$ cat config.mk
export PLATFORM = sky130hd
export DESIGN_NAME = exu_mdu_ysyx_23060136
export DESIGN_NICKNAME = d
export VERILOG_FILES = /design/src/rtl/exu_mdu_ysyx_23060136.sv
export SDC_FILE = /design/constraint.sdc
export NUM_CORES = 1
export LEC_CHECK = 0
export ABC_AREA = 1
export CAP_MARGIN = 20
export CORE_MARGIN = 3
export CORE_UTILIZATION = 38
export DETAILED_ROUTE_END_ITERATION = 10
export PLACE_DENSITY = 0.67
export RECOVER_POWER = 100
export SETUP_SLACK_MARGIN = 0.3
export SYNTH_ARGS = -nofsm -noshare
export SYNTH_HDL_FRONTEND = slang
export SYNTH_SLANG_ARGS = --single-unit
$ cat constraint.sdc
create_clock -name clk -period 6.3 [get_ports clk]
set_input_delay 0.945 -clock clk [delete_from_list [all_inputs] [get_ports clk]]
set_output_delay 0.945 -clock clk [all_outputs]
set_load 0.01 [all_outputs]
$ cat src/rtl/exu_mdu_ysyx_23060136.sv
// RV32M multiply/divide unit for the EXU stage.
// Multiplies use a 32-step shift-add loop and divides use a 32-step restoring
// loop, both on operand magnitudes, with the sign fixed up on the last step.
// Defining YSYX_23060136_FAST_MUL_EN swaps the multiply loop for a one-cycle
// 33x33 signed multiplier. Divides always use the loop.
module exu_mdu_ysyx_23060136 (
    input  logic        clk,
    input  logic        rst,
    input  logic        EXU_MDU_valid,
    input  logic [2:0]  EXU_MDU_op,
    input  logic [31:0] EXU_MDU_da,
    input  logic [31:0] EXU_MDU_db,
    input  logic        EXU_MDU_flush,
    output logic        EXU_MDU_ready,
    output logic        EXU_MDU_out_valid,
    input  logic        EXU_MDU_out_ready,
    output logic [31:0] EXU_MDU_result,
    output logic        EXU_MDU_busy
);

    localparam logic [1:0] IDLE = 2'd0;
    localparam logic [1:0] CALC = 2'd1;
    localparam logic [1:0] DONE = 2'd2;

    logic [1:0]  state_q, state_d;
    logic [2:0]  op_q, op_d;
    logic [4:0]  count_q, count_d;
    logic [31:0] accHi_q, accHi_d;
    logic [31:0] accLo_q, accLo_d;
    logic [31:0] operandB_q, operandB_d;
    logic        negate_q, negate_d;
    logic [31:0] result_q, result_d;

    logic        accept;
    logic        signedA, signedB, signA, signB;
    logic [31:0] magA, magB;
    logic        divByZero, divOverflow;
    logic [32:0] mulSum;
    logic [31:0] mulHi, mulLo;
    logic [32:0] divShift;
    logic        divFits;
    logic [31:0] divHi, divLo;
    logic [63:0] product, productSigned;
    logic [31:0] quotSigned, remSigned;
    logic [31:0] finalResult;

    assign EXU_MDU_ready     = (state_q == IDLE) && !EXU_MDU_flush;
    assign EXU_MDU_out_valid = (state_q == DONE);
    assign EXU_MDU_busy      = (state_q != IDLE);
    assign EXU_MDU_result    = (state_q == DONE) ? result_q : 32'd0;

    assign accept = EXU_MDU_valid && EXU_MDU_ready;

    // Operand A is signed for mulh, mulhsu, div, rem; B for mulh, div, rem.
    // Plain mul is treated as unsigned since its low word does not depend on sign.
    assign signedA = (EXU_MDU_op == 3'd1) || (EXU_MDU_op == 3'd2) ||
                     (EXU_MDU_op == 3'd4) || (EXU_MDU_op == 3'd6);
    assign signedB = (EXU_MDU_op == 3'd1) || (EXU_MDU_op == 3'd4) ||
                     (EXU_MDU_op == 3'd6);
    assign signA   = signedA && EXU_MDU_da[31];
    assign signB   = signedB && EXU_MDU_db[31];
    assign magA    = signA ? (32'd0 - EXU_MDU_da) : EXU_MDU_da;
    assign magB    = signB ? (32'd0 - EXU_MDU_db) : EXU_MDU_db;

    assign divByZero   = EXU_MDU_op[2] && (EXU_MDU_db == 32'd0);
    assign divOverflow = EXU_MDU_op[2] && !EXU_MDU_op[0] &&
                         (EXU_MDU_da == 32'h8000_0000) && (EXU_MDU_db == 32'hFFFF_FFFF);

    // One shift-add step: the multiplier sits in accLo and drains out the bottom
    // while the partial product grows into accHi.
    assign mulSum = {1'b0, accHi_q} + (accLo_q[0] ? {1'b0, operandB_q} : 33'd0);
    assign mulHi  = mulSum[32:1];
    assign mulLo  = {mulSum[0], accLo_q[31:1]};

    // One restoring-divide step: the dividend shifts out of accLo into the
    // partial remainder in accHi and quotient bits shift back into accLo.
    assign divShift = {accHi_q, accLo_q[31]};
    assign divFits  = divShift >= {1'b0, operandB_q};
    assign divHi    = divFits ? (divShift[31:0] - operandB_q) : divShift[31:0];
    assign divLo    = {accLo_q[30:0], divFits};

    assign product       = {mulHi, mulLo};
    assign productSigned = negate_q ? (64'd0 - product) : product;
    assign quotSigned    = negate_q ? (32'd0 - divLo) : divLo;
    assign remSigned     = negate_q ? (32'd0 - divHi) : divHi;

    // Pick the architectural result out of the last loop step.
    always_comb begin
        finalResult = 32'd0;
        case (op_q)
            3'd0:          finalResult = productSigned[31:0];
            3'd1, 3'd2,
            3'd3:          finalResult = productSigned[63:32];
            3'd4, 3'd5:    finalResult = quotSigned;
            default:       finalResult = remSigned;
        endcase
    end

`ifdef YSYX_23060136_FAST_MUL_EN
    logic signed [32:0] fastA, fastB;
    logic signed [65:0] fastProduct;
    logic [31:0]        fastResult;

    assign fastA       = {signA, EXU_MDU_da};
    assign fastB       = {signB, EXU_MDU_db};
    assign fastProduct = fastA * fastB;
    assign fastResult  = (EXU_MDU_op == 3'd0) ? fastProduct[31:0] : fastProduct[63:32];
`endif

    // Next-state logic: accept and bypass decisions in IDLE, loop stepping in
    // CALC, handshake in DONE; flush overrides everything.
    always_comb begin
        state_d    = state_q;
        op_d       = op_q;
        count_d    = count_q;
        accHi_d    = accHi_q;
        accLo_d    = accLo_q;
        operandB_d = operandB_q;
        negate_d   = negate_q;
        result_d   = result_q;
        case (state_q)
            IDLE: begin
                if (accept) begin
                    op_d       = EXU_MDU_op;
                    count_d    = 5'd0;
                    accHi_d    = 32'd0;
                    accLo_d    = magA;
                    operandB_d = magB;
                    negate_d   = (EXU_MDU_op[2] && EXU_MDU_op[1]) ? signA : (signA ^ signB);
                    if (divByZero) begin
                        result_d = EXU_MDU_op[1] ? EXU_MDU_da : 32'hFFFF_FFFF;
                        state_d  = DONE;
                    end else if (divOverflow) begin
                        result_d = EXU_MDU_op[1] ? 32'd0 : 32'h8000_0000;
                        state_d  = DONE;
`ifdef YSYX_23060136_FAST_MUL_EN
                    end else if (!EXU_MDU_op[2]) begin
                        result_d = fastResult;
                        state_d  = DONE;
`endif
                    end else begin
                        state_d = CALC;
                    end
                end
            end
            CALC: begin
                accHi_d = op_q[2] ? divHi : mulHi;
                accLo_d = op_q[2] ? divLo : mulLo;
                count_d = count_q + 5'd1;
                if (count_q == 5'd31) begin
                    result_d = finalResult;
                    state_d  = DONE;
                end
            end
            DONE: begin
                if (EXU_MDU_out_ready) begin
                    state_d = IDLE;
                end
            end
            default: state_d = IDLE;
        endcase
        if (EXU_MDU_flush) begin
            state_d = IDLE;
        end
    end

    // State registers with synchronous reset clearing everything.
    always_ff @(posedge clk) begin
        if (rst) begin
            state_q    <= IDLE;
            op_q       <= 3'd0;
            count_q    <= 5'd0;
            accHi_q    <= 32'd0;
            accLo_q    <= 32'd0;
            operandB_q <= 32'd0;
            negate_q   <= 1'b0;
            result_q   <= 32'd0;
        end else begin
            state_q    <= state_d;
            op_q       <= op_d;
            count_q    <= count_d;
            accHi_q    <= accHi_d;
            accLo_q    <= accLo_d;
            operandB_q <= operandB_d;
            negate_q   <= negate_d;
            result_q   <= result_d;
        end
    end

endmodule

==> results of run 1 <==
## final timing paths
kind	depth (start not counted)	end	start	slack (ns)
setup / recovery	17	result_q[18]	accLo_q[0]	0.96
hold / removal	2	count_q[3]	count_q[3]	0.47
hold reg to reg	2	count_q[3]	count_q[3]	0.47
setup reg to reg	17	result_q[18]	accLo_q[0]	0.96
## sequential cells by signal (all words and copies together) (netlist names)
| register | flops |
|---|---|
| op_q | 3 |
| negate_q | 1 |
| count_q | 5 |
| result_q | 32 |
| accHi_q | 32 |
| accLo_q | 32 |
| operandB_q | 32 |
| state_q | 2 |
## stage by stage
| step | worst slack (ns) | instances | hold WS [ns] | cell area [sq um] | util, % |
|---|---|---|---|---|---|
| 6_report | 0.963 | 3826 | 0.468 | 19500 | 42.8 |
| 5_1_grt | 0.579 | 3825 | 0.498 | 19500 | 42.8 |
| 4_1_cts | 1.64 | 3824 | 0.472 | 19600 | 43.0 |
| 3_5_place_dp | 1.42 | 3792 | 0.461 | 19000 | 41.7 |
| 3_3_place_gp | 1.39 | 3792 | 0.448 | 19000 | 41.7 |
| 2_1_floorplan | 3.14 | 3191 | 0.441 | 17500 | - |
## cell type report
| cell class | instances | area [sq um] |
|---|---|---|
| fillers | 5117 | 26000 |
| diodes | 1 | 2.50 |
| clock inverters | 13 | 164 |
| inverters | 478 | 1800 |
| well taps | 600 | 751 |
| repair buffers | 126 | 1210 |
| clock buffers | 19 | 443 |
| flip-flops and latches | 139 | 2790 |
| multi-input cells | 2450 | 12300 |
## power by group
group          internal [mW]  leakage (nW)  switching, mW  total [mW]
clock                  0.635         0.295          0.463        1.10
combinational          0.485          8.13           1.15        1.63
sequential             0.930          1.14         0.0724        1.00
## per-layer routing
layer / vias to the layer above / wire [um]
li1: 10470 / -
met1: 9560 / 31000
met2: 1085 / 30500
met3: 133 / 7310
met4: 0 / 2410
met5: - / 0
## worst reg2reg max path, stage by stage (launching register included)
cell and delay (ns):
dfxtp_1 0.91, clkbuf_1 0.69, nand2_1 0.23, inv_1 0.16, ha_1 0.31, a21oi_1 0.24, o21ai_0 0.23, a21oi_1 0.19
nand2_1 0.15, xor2_1 0.52, nand3_1 0.24, nor3_1 0.45, nor2_1 0.08, nand3_1 0.09, nand3_1 0.10, a21oi_1 0.31
o21ai_0 0.22, a21oi_1 0.16
## cells in the final DEF (no fill, tap or decap), drive strengths merged, types with 2 or more instances in the layout
cell and n:
nand2 866, inv 477, nor2 377, a21oi 281, o21ai 265, nand3 220
dfxtp 139, ha 72, nor3 70, clkdlybuf4s50 68, o211ai 47, xor2 46
nand4 44, a31oi 37, dlygate4sd3 37, xnor2 23, clkbuf 21, buf 19
a211oi 15, nand3b 14, nor4 14, o21bai 9, or2 9, clkinv 9
o221ai 7, o2111ai 6, a221oi 5, o31ai 4, bufinv 3, and2 2
o22ai 2, a41oi 2, a2111oi 2, fa 2, clkinvlp 2, o311ai 2
## cell families (layout without fill, tap and decap cells)
logic type / after synthesis / in the layout / share of synthesized area, %
and+or+nand+nor: 1617 / 1617 / 39.9
buffers and inverters: 602 / 636 / 13.4
other: 0 / 1 / 0
DFF: 139 / 139 / 15.9
adders and majority gates: 74 / 74 / 5.37
xor gates and xnor gates: 69 / 69 / 3.49
AOI/OAI and AO/OA: 690 / 690 / 22.0
==> metrics.txt, run 1 <==
# TYPE chip_impl_metric gauge
chip_impl_metric{name="ctsResizeCount",unit=""} 0
chip_impl_metric{name="timing.clock.skew",unit="ns"} 0.0162
chip_impl_info{name="synth_common_cells",value="823 x nand2_1, 460 x inv_1, 360 x nor2_1"} 1
chip_impl_info{name="critPathSlowestCell",value="dfxtp_1"} 1
chip_impl_metric{name="finalSetupTns",unit="ns"} 0
chip_impl_metric{name="final_min_period_over_clock_period",unit="%"} 84.7
chip_impl_metric{name="cts_post_setup_buffers_inserted",unit=""} 0
chip_impl_metric{name="fmax",unit="GHz"} 0.187
chip_impl_metric{name="numCtsBuffers",unit=""} 17
chip_impl_metric{name="timing.critical_path.slowest_cell_delay",unit="ns"} 0.91
chip_impl_metric{name="final-max-slew-violation-count",unit=""} 62
chip_impl_metric{name="drt_iter0_drc",unit=""} 2543
chip_impl_metric{name="area_overhead_vs_synth",unit="%"} 11.1
chip_impl_metric{name="total_power",unit="mW"} 3.74
chip_impl_metric{name="static-leakage-power",unit="nW"} 9.56
chip_impl_info{name="crit_path_cell_trace",value="clkbuf_1, nand2_1, inv_1, ha_1, a21oi_1, o21ai_0, a21oi_1, nand2_1, xor2_1, nand3_1, nor3_1, nor2_1, nand3_1, nand3_1, a21oi_1, o21ai_0, a21oi_1"} 1
chip_impl_metric{name="postSynthAreaPerCell",unit="sq um"} 5.50
chip_impl_info{name="path_delay_family",value="compound AO/OA/AOI/OAI gates"} 1
chip_impl_metric{name="wl_per_cell",unit="um"} 18.6
chip_impl_metric{name="detail_route.wirelength",unit="um"} 71200
chip_impl_metric{name="dpl.hpwl",unit="um"} 55900
chip_impl_metric{name="maxCapViolations",unit=""} 1
chip_impl_metric{name="critical_path_arrival",unit="ns"} 5.74
chip_impl_metric{name="worst-path-max-fanout",unit=""} 18
chip_impl_metric{name="die_h",unit="um"} 221
chip_impl_metric{name="boundaryPins",unit=""} 107
chip_impl_info{name="worst_path_most_repeated_cell",value="a21oi_1"} 1
chip_impl_metric{name="die_area",unit="sq um"} 48800
chip_impl_info{name="global_route.peak_usage_layer",value="met2"} 1
chip_impl_metric{name="route.detailed.drc",unit=""} 0
chip_impl_metric{name="grt_pass1_vias",unit=""} 19000
chip_impl_metric{name="grt_max_degree",unit=""} 80
chip_impl_metric{name="syn-num-nets",unit=""} 3337
chip_impl_metric{name="met1_usage",unit="%"} 39.7
chip_impl_metric{name="detailroute.via_count",unit=""} 21248
chip_impl_info{name="critical_path_class",value="flip-flop to flip-flop"} 1
chip_impl_metric{name="final_antenna_net_count",unit=""} 0
chip_impl_metric{name="cts.sink_count",unit=""} 139
chip_impl_metric{name="slew_headroom",unit="%"} -137
chip_impl_metric{name="synth_top_cell_area_share",unit="%"} 17.6
chip_impl_metric{name="design.core.area",unit="sq um"} 45500
chip_impl_metric{name="hold_viol_final",unit=""} 0
chip_impl_metric{name="netlist_area",unit="sq um"} 17500
chip_impl_metric{name="clkLatencyLatePin",unit="ns"} 0.48
chip_impl_metric{name="grt.overflow.total",unit=""} 0
chip_impl_metric{name="cts.clk_slew.worst_paths",unit="ns"} 0.07
chip_impl_metric{name="groute.layer.met3.usage",unit="%"} 4.91
chip_impl_metric{name="cts_max_level",unit=""} 4
chip_impl_metric{name="setup_violating_endpoint_count_in_the_final_report",unit=""} 0
chip_impl_info{name="synthTopCellsByArea",value="nand2_1 18%, dfxtp_1 16%, inv_1 9.8%, a21oi_1 7.8%, nor2_1 7.7%"} 1
chip_impl_metric{name="synthesis.yosys.warnings",unit=""} 0
chip_impl_metric{name="initial_standard_cell_utilization_of_the_core",unit="%"} 38.6
chip_impl_info{name="status",value="complete, but fails checks"} 1
chip_impl_metric{name="first_pass_iters",unit=""} 6
chip_impl_info{name="synthDominantAreaCellType",value="nand2_1"} 1
chip_impl_info{name="crit_path_end_kind",value="flip-flop"} 1
chip_impl_metric{name="transition_time_at_the_pin_with_the_least_slew_margin",unit="ns"} 3.56
chip_impl_info{name="clock_tree_from_tritoncts",value="yes"} 1
chip_impl_metric{name="grt_usage",unit="%"} 28.1
chip_impl_metric{name="power.ir.vdd_worst",unit="uV"} 217
chip_impl_metric{name="yosysSeqAreaShare",unit="%"} 15.9
chip_impl_metric{name="ys_seq_elements",unit=""} 139
chip_impl_metric{name="io_buffer_count",unit=""} 106
chip_impl_metric{name="required_time_reported_for_the_critical_path_endpoint",unit="ns"} 6.70
chip_impl_metric{name="clock_tree.buffer_depth",unit=""} 2
chip_impl_metric{name="post_synth_inst_count",unit=""} 3191
chip_impl_metric{name="gp_congestion",unit=""} 0.991
chip_impl_metric{name="final_nets",unit=""} 3358
chip_impl_metric{name="grt_antenna_before_repair",unit=""} 4
chip_impl_metric{name="powerDensity",unit="nW/um^2"} 192
chip_impl_info{name="violated_checks",value="capacitance limit, slew limit"} 1
chip_impl_metric{name="floorplan.die.width",unit="um"} 221
chip_impl_info{name="hold_path_class",value="flip-flop to flip-flop"} 1
chip_impl_metric{name="synth_enable_flop_cells",unit=""} 0
chip_impl_info{name="synth_ff_type",value="dfxtp_1"} 1
chip_impl_metric{name="ratio_of_cells_with_drive_above_1_in_the_final_layout",unit="%"} 4.50
chip_impl_info{name="cts.root.buffer_cell",value="clkbuf_16"} 1
chip_impl_metric{name="grt_first_pass_wirelength",unit="um"} 109000
chip_impl_metric{name="vias_per_cell",unit=""} 5.55
chip_impl_metric{name="ys_async_sr_fraction",unit="%"} 0
chip_impl_metric{name="post-route-min-period",unit="ns"} 5.34
chip_impl_info{name="sort_of_element_at_the_start_of_the_critical_path",value="flip-flop"} 1
chip_impl_metric{name="critPathBufInv",unit=""} 2
chip_impl_metric{name="netlist-cell-type-count",unit=""} 63
chip_impl_info{name="grt_setup_unrepaired",value="no"} 1
chip_impl_metric{name="cts_hold_repair.buffers",unit=""} 0
chip_impl_metric{name="rows",unit=""} 78
chip_impl_metric{name="groute.layer.met2.usage",unit="%"} 42.9
chip_impl_info{name="post-synth-top-count-cell",value="nand2_1"} 1
(Power assumes the default switching activity.)
==> run 2, diff against run 1 <==
Clock period 6.3 ns to 5 ns, I/O delays scaled along.
==> run 2 against run 1 <==
  * The run still ends with capacitance limit, slew limit left
  * Global-route usage is 0.93 points higher
  * Largest cell class unchanged
  * Cell count increased by 0.47%
  * Wire length increased by 3.8%
  * Critical endpoint is now result_q[17]
  * Core utilization up 0.66 points
  * Die area unchanged
  * Sequential power is 26% higher
  * Largest power group unchanged
  * Worst hold slack lost 0.0046 ns
==> metrics.txt, run 2 (same netlist as run 1, synthesis figures left out) <==
# TYPE chip_impl_metric gauge
chip_impl_metric{name="boundaryPins",unit=""} 107
chip_impl_metric{name="final_min_period_over_clock_period",unit="%"} 90.1
chip_impl_metric{name="gp_congestion",unit=""} 1.03
chip_impl_metric{name="postPlaceCellArea",unit="sq um"} 19100
chip_impl_metric{name="final_worst_setup_slack",unit="ns"} 0.496
chip_impl_metric{name="clock_power_share",unit="%"} 31.9
chip_impl_metric{name="die_h",unit="um"} 221
chip_impl_metric{name="detailroute.via_count",unit=""} 21543
chip_impl_metric{name="combinational_power_share",unit="%"} 42.7
chip_impl_info{name="clock_tree_from_tritoncts",value="yes"} 1
chip_impl_info{name="worst_hold_path.endpoint",value="count_q[3]"} 1
chip_impl_info{name="top_signal_layer_used",value="met5"} 1
chip_impl_info{name="worst_path_most_repeated_cell",value="nand2_1"} 1
chip_impl_metric{name="transition_time_at_the_pin_with_the_least_slew_margin",unit="ns"} 2.01
chip_impl_metric{name="grt_usage",unit="%"} 29.0
chip_impl_metric{name="first_pass_iters",unit=""} 9
chip_impl_metric{name="ctsResizeCount",unit=""} 0
chip_impl_metric{name="die_area",unit="sq um"} 48800
chip_impl_info{name="hold_path_startpoint",value="count_q[3]"} 1
chip_impl_metric{name="fmax",unit="GHz"} 0.222
chip_impl_metric{name="final-max-slew-violation-count",unit=""} 35
chip_impl_info{name="sort_of_element_at_the_start_of_the_critical_path",value="flip-flop"} 1
chip_impl_metric{name="timing.reg2reg.worst_path_depth",unit=""} 21
chip_impl_metric{name="cts.clk_slew.worst_paths",unit="ns"} 0.07
chip_impl_metric{name="ratio_of_cells_with_drive_above_1_in_the_final_layout",unit="%"} 5.67
chip_impl_metric{name="static-leakage-power",unit="nW"} 9.71
chip_impl_metric{name="grt.overflow.total",unit=""} 0
chip_impl_metric{name="rows",unit=""} 78
chip_impl_metric{name="finalSetupTns",unit="ns"} 0
chip_impl_metric{name="numCtsBuffers",unit=""} 17
chip_impl_metric{name="grt_max_degree",unit=""} 80
chip_impl_metric{name="power.share.switching",unit="%"} 43.5
chip_impl_metric{name="clock_tree.buffer_depth",unit=""} 2
chip_impl_info{name="timing.rr.end",value="result_q[17]"} 1
chip_impl_info{name="hold_path_class",value="flip-flop to flip-flop"} 1
chip_impl_metric{name="clkLatencyLatePin",unit="ns"} 0.48
chip_impl_metric{name="grt_first_pass_wirelength",unit="um"} 112000
chip_impl_metric{name="pwr-share-seq",unit="%"} 25.4
chip_impl_metric{name="final_nets",unit=""} 3376
chip_impl_metric{name="critical_path_arrival",unit="ns"} 4.84
chip_impl_metric{name="grt_antenna_before_repair",unit=""} 4
chip_impl_metric{name="wl_per_cell",unit="um"} 19.2
chip_impl_metric{name="cts.sink_count",unit=""} 139
chip_impl_metric{name="final_cell_area",unit="sq um"} 19800
chip_impl_metric{name="io_buffer_count",unit=""} 106
chip_impl_metric{name="powerDensity",unit="nW/um^2"} 251
chip_impl_metric{name="dpl.hpwl",unit="um"} 58400
chip_impl_metric{name="cts_max_level",unit=""} 4
chip_impl_info{name="status",value="complete, but fails checks"} 1
chip_impl_metric{name="cts_hold_repair.buffers",unit=""} 0
chip_impl_metric{name="required_time_reported_for_the_critical_path_endpoint",unit="ns"} 5.34
chip_impl_metric{name="r2r_slack",unit="ns"} 0.50
chip_impl_metric{name="initial_standard_cell_utilization_of_the_core",unit="%"} 38.6
chip_impl_info{name="violated_checks",value="capacitance limit, slew limit"} 1
chip_impl_info{name="critical_path_class",value="flip-flop to flip-flop"} 1
chip_impl_metric{name="final_antenna_net_count",unit=""} 0
chip_impl_metric{name="timing.clock.skew",unit="ns"} 0.0165
chip_impl_metric{name="dp_worst_setup_slack",unit="ns"} 0.624
chip_impl_info{name="critPathSlowestCell",value="fa_1"} 1
chip_impl_info{name="path_delay_family",value="simple AND/OR/NAND/NOR gates"} 1
chip_impl_metric{name="critPathBufInv",unit=""} 2
chip_impl_metric{name="wl_met1",unit="um"} 33000
chip_impl_info{name="grt_setup_unrepaired",value="no"} 1
chip_impl_metric{name="floorplan.die.width",unit="um"} 221
chip_impl_info{name="cts.root.buffer_cell",value="clkbuf_16"} 1
chip_impl_metric{name="worst-path-max-fanout",unit=""} 7
chip_impl_metric{name="power.ir.vdd_worst",unit="uV"} 288
chip_impl_info{name="crit_path_end_kind",value="flip-flop"} 1
chip_impl_metric{name="vias_per_cell",unit=""} 5.60
chip_impl_info{name="crit_path_cell_trace",value="inv_1, ha_1, inv_1, fa_1, nand3_1, nand3_1, nand2_1, nand2_1, nand3_1, nand2_1, xor2_1, nand2_1, nand2_1, nor2_1, nand2_1, nor2_1, nand3_1, nand2_1, xnor2_1, o21ai_0, a21oi_1"} 1
chip_impl_metric{name="hold-path-cell-count",unit=""} 2
chip_impl_metric{name="maxCapViolations",unit=""} 1
chip_impl_metric{name="setup_violating_endpoint_count_in_the_final_report",unit=""} 0
chip_impl_metric{name="design.core.area",unit="sq um"} 45500
chip_impl_metric{name="drt_iter0_drc",unit=""} 2820
chip_impl_info{name="layout.cells.most_common",value="nand2_1"} 1
chip_impl_metric{name="area_overhead_vs_synth",unit="%"} 12.8
chip_impl_metric{name="slew_headroom",unit="%"} -34.2
chip_impl_info{name="timing.rr.start",value="accLo_q[31]"} 1
chip_impl_metric{name="grt_pass1_vias",unit=""} 18818
chip_impl_metric{name="route.detailed.drc",unit=""} 0
chip_impl_metric{name="post-route-min-period",unit="ns"} 4.50
chip_impl_info{name="commonest_cells_after_routing_fill_and_taps_aside",value="825 x nand2_1, 458 x inv_1, 358 x nor2_1"} 1
chip_impl_metric{name="hold_viol_final",unit=""} 0
chip_impl_metric{name="power.internal",unit="mW"} 2.81
chip_impl_metric{name="route.met2.wl",unit="um"} 31300
chip_impl_metric{name="cts_post_setup_buffers_inserted",unit=""} 0
chip_impl_metric{name="total_switching_power",unit="mW"} 2.16
chip_impl_metric{name="detail_route.wirelength",unit="um"} 73900
chip_impl_metric{name="timing.critical_path.slowest_cell_delay",unit="ns"} 0.49
chip_impl_metric{name="route.met3.wl",unit="um"} 7550
run 2: per-layer routing:
metal,vias to the layer above,global-route usage (%)
li1,10493,-
met1,9841,42.2
met2,1098,43.5
met3,107,4.84
met4,4,9.20
met5,-,0
run 2: power by group through the flow:
stage	registers [mW]	clock network, mW	logic (mW)
6_report	1.26	1.58	2.12
5_1_grt	1.27	1.62	2.33
4_1_cts	1.25	1.57	2.06
3_5_place_dp	1.28	0	2.05
3_3_place_gp	1.28	0	2.05
2_1_floorplan	1.24	0	1.45
run 2: worst max-delay path by stage:
stage                     start            to  slack, ns  depth (start not counted)
global placement    accLo_q[31]  result_q[30]       0.66                         22
floorplan            accLo_q[0]  result_q[30]       1.84                         24
global route        accLo_q[31]  result_q[17]       0.26                         21
CTS                 accLo_q[31]  result_q[22]       0.59                         20
finish              accLo_q[31]  result_q[17]       0.50                         21
detailed placement  accLo_q[31]  result_q[22]       0.62                         20
run 2: layout make-up:
type,instances,area (sq um)
multi-input cells,2450,12400
well taps,600,751
repair buffers,144,1320
diodes,1,2.50
fillers,5080,25700
clock inverters,9,205
clock buffers,23,498
flip-flops and latches,139,2790
inverters,478,1800
run 2: stage by stage:
stage	std cells	power (mW)	hold slack, ns	utilization [%]
finish	3844	4.96	0.464	43.5
global route	3843	5.21	0.481	43.5
CTS	3843	4.89	0.467	43.5
detailed placement	3811	3.33	0.457	42.0
global placement	3811	3.32	0.452	42.0
floorplan	3191	2.69	0.441	-
run 2: worst register-to-register path, stage by stage (launching register included):
cell	delay [ns]
dfxtp_1	0.41
inv_1	0.18
ha_1	0.26
inv_1	0.11
fa_1	0.49
nand3_1	0.11
nand3_1	0.19
nand2_1	0.11
nand2_1	0.14
nand3_1	0.11
nand2_1	0.12
xor2_1	0.19
nand2_1	0.08
nand2_1	0.16
nor2_1	0.32
nand2_1	0.09
nor2_1	0.27
nand3_1	0.23
nand2_1	0.17
xnor2_1	0.07
o21ai_0	0.39
a21oi_1	0.14
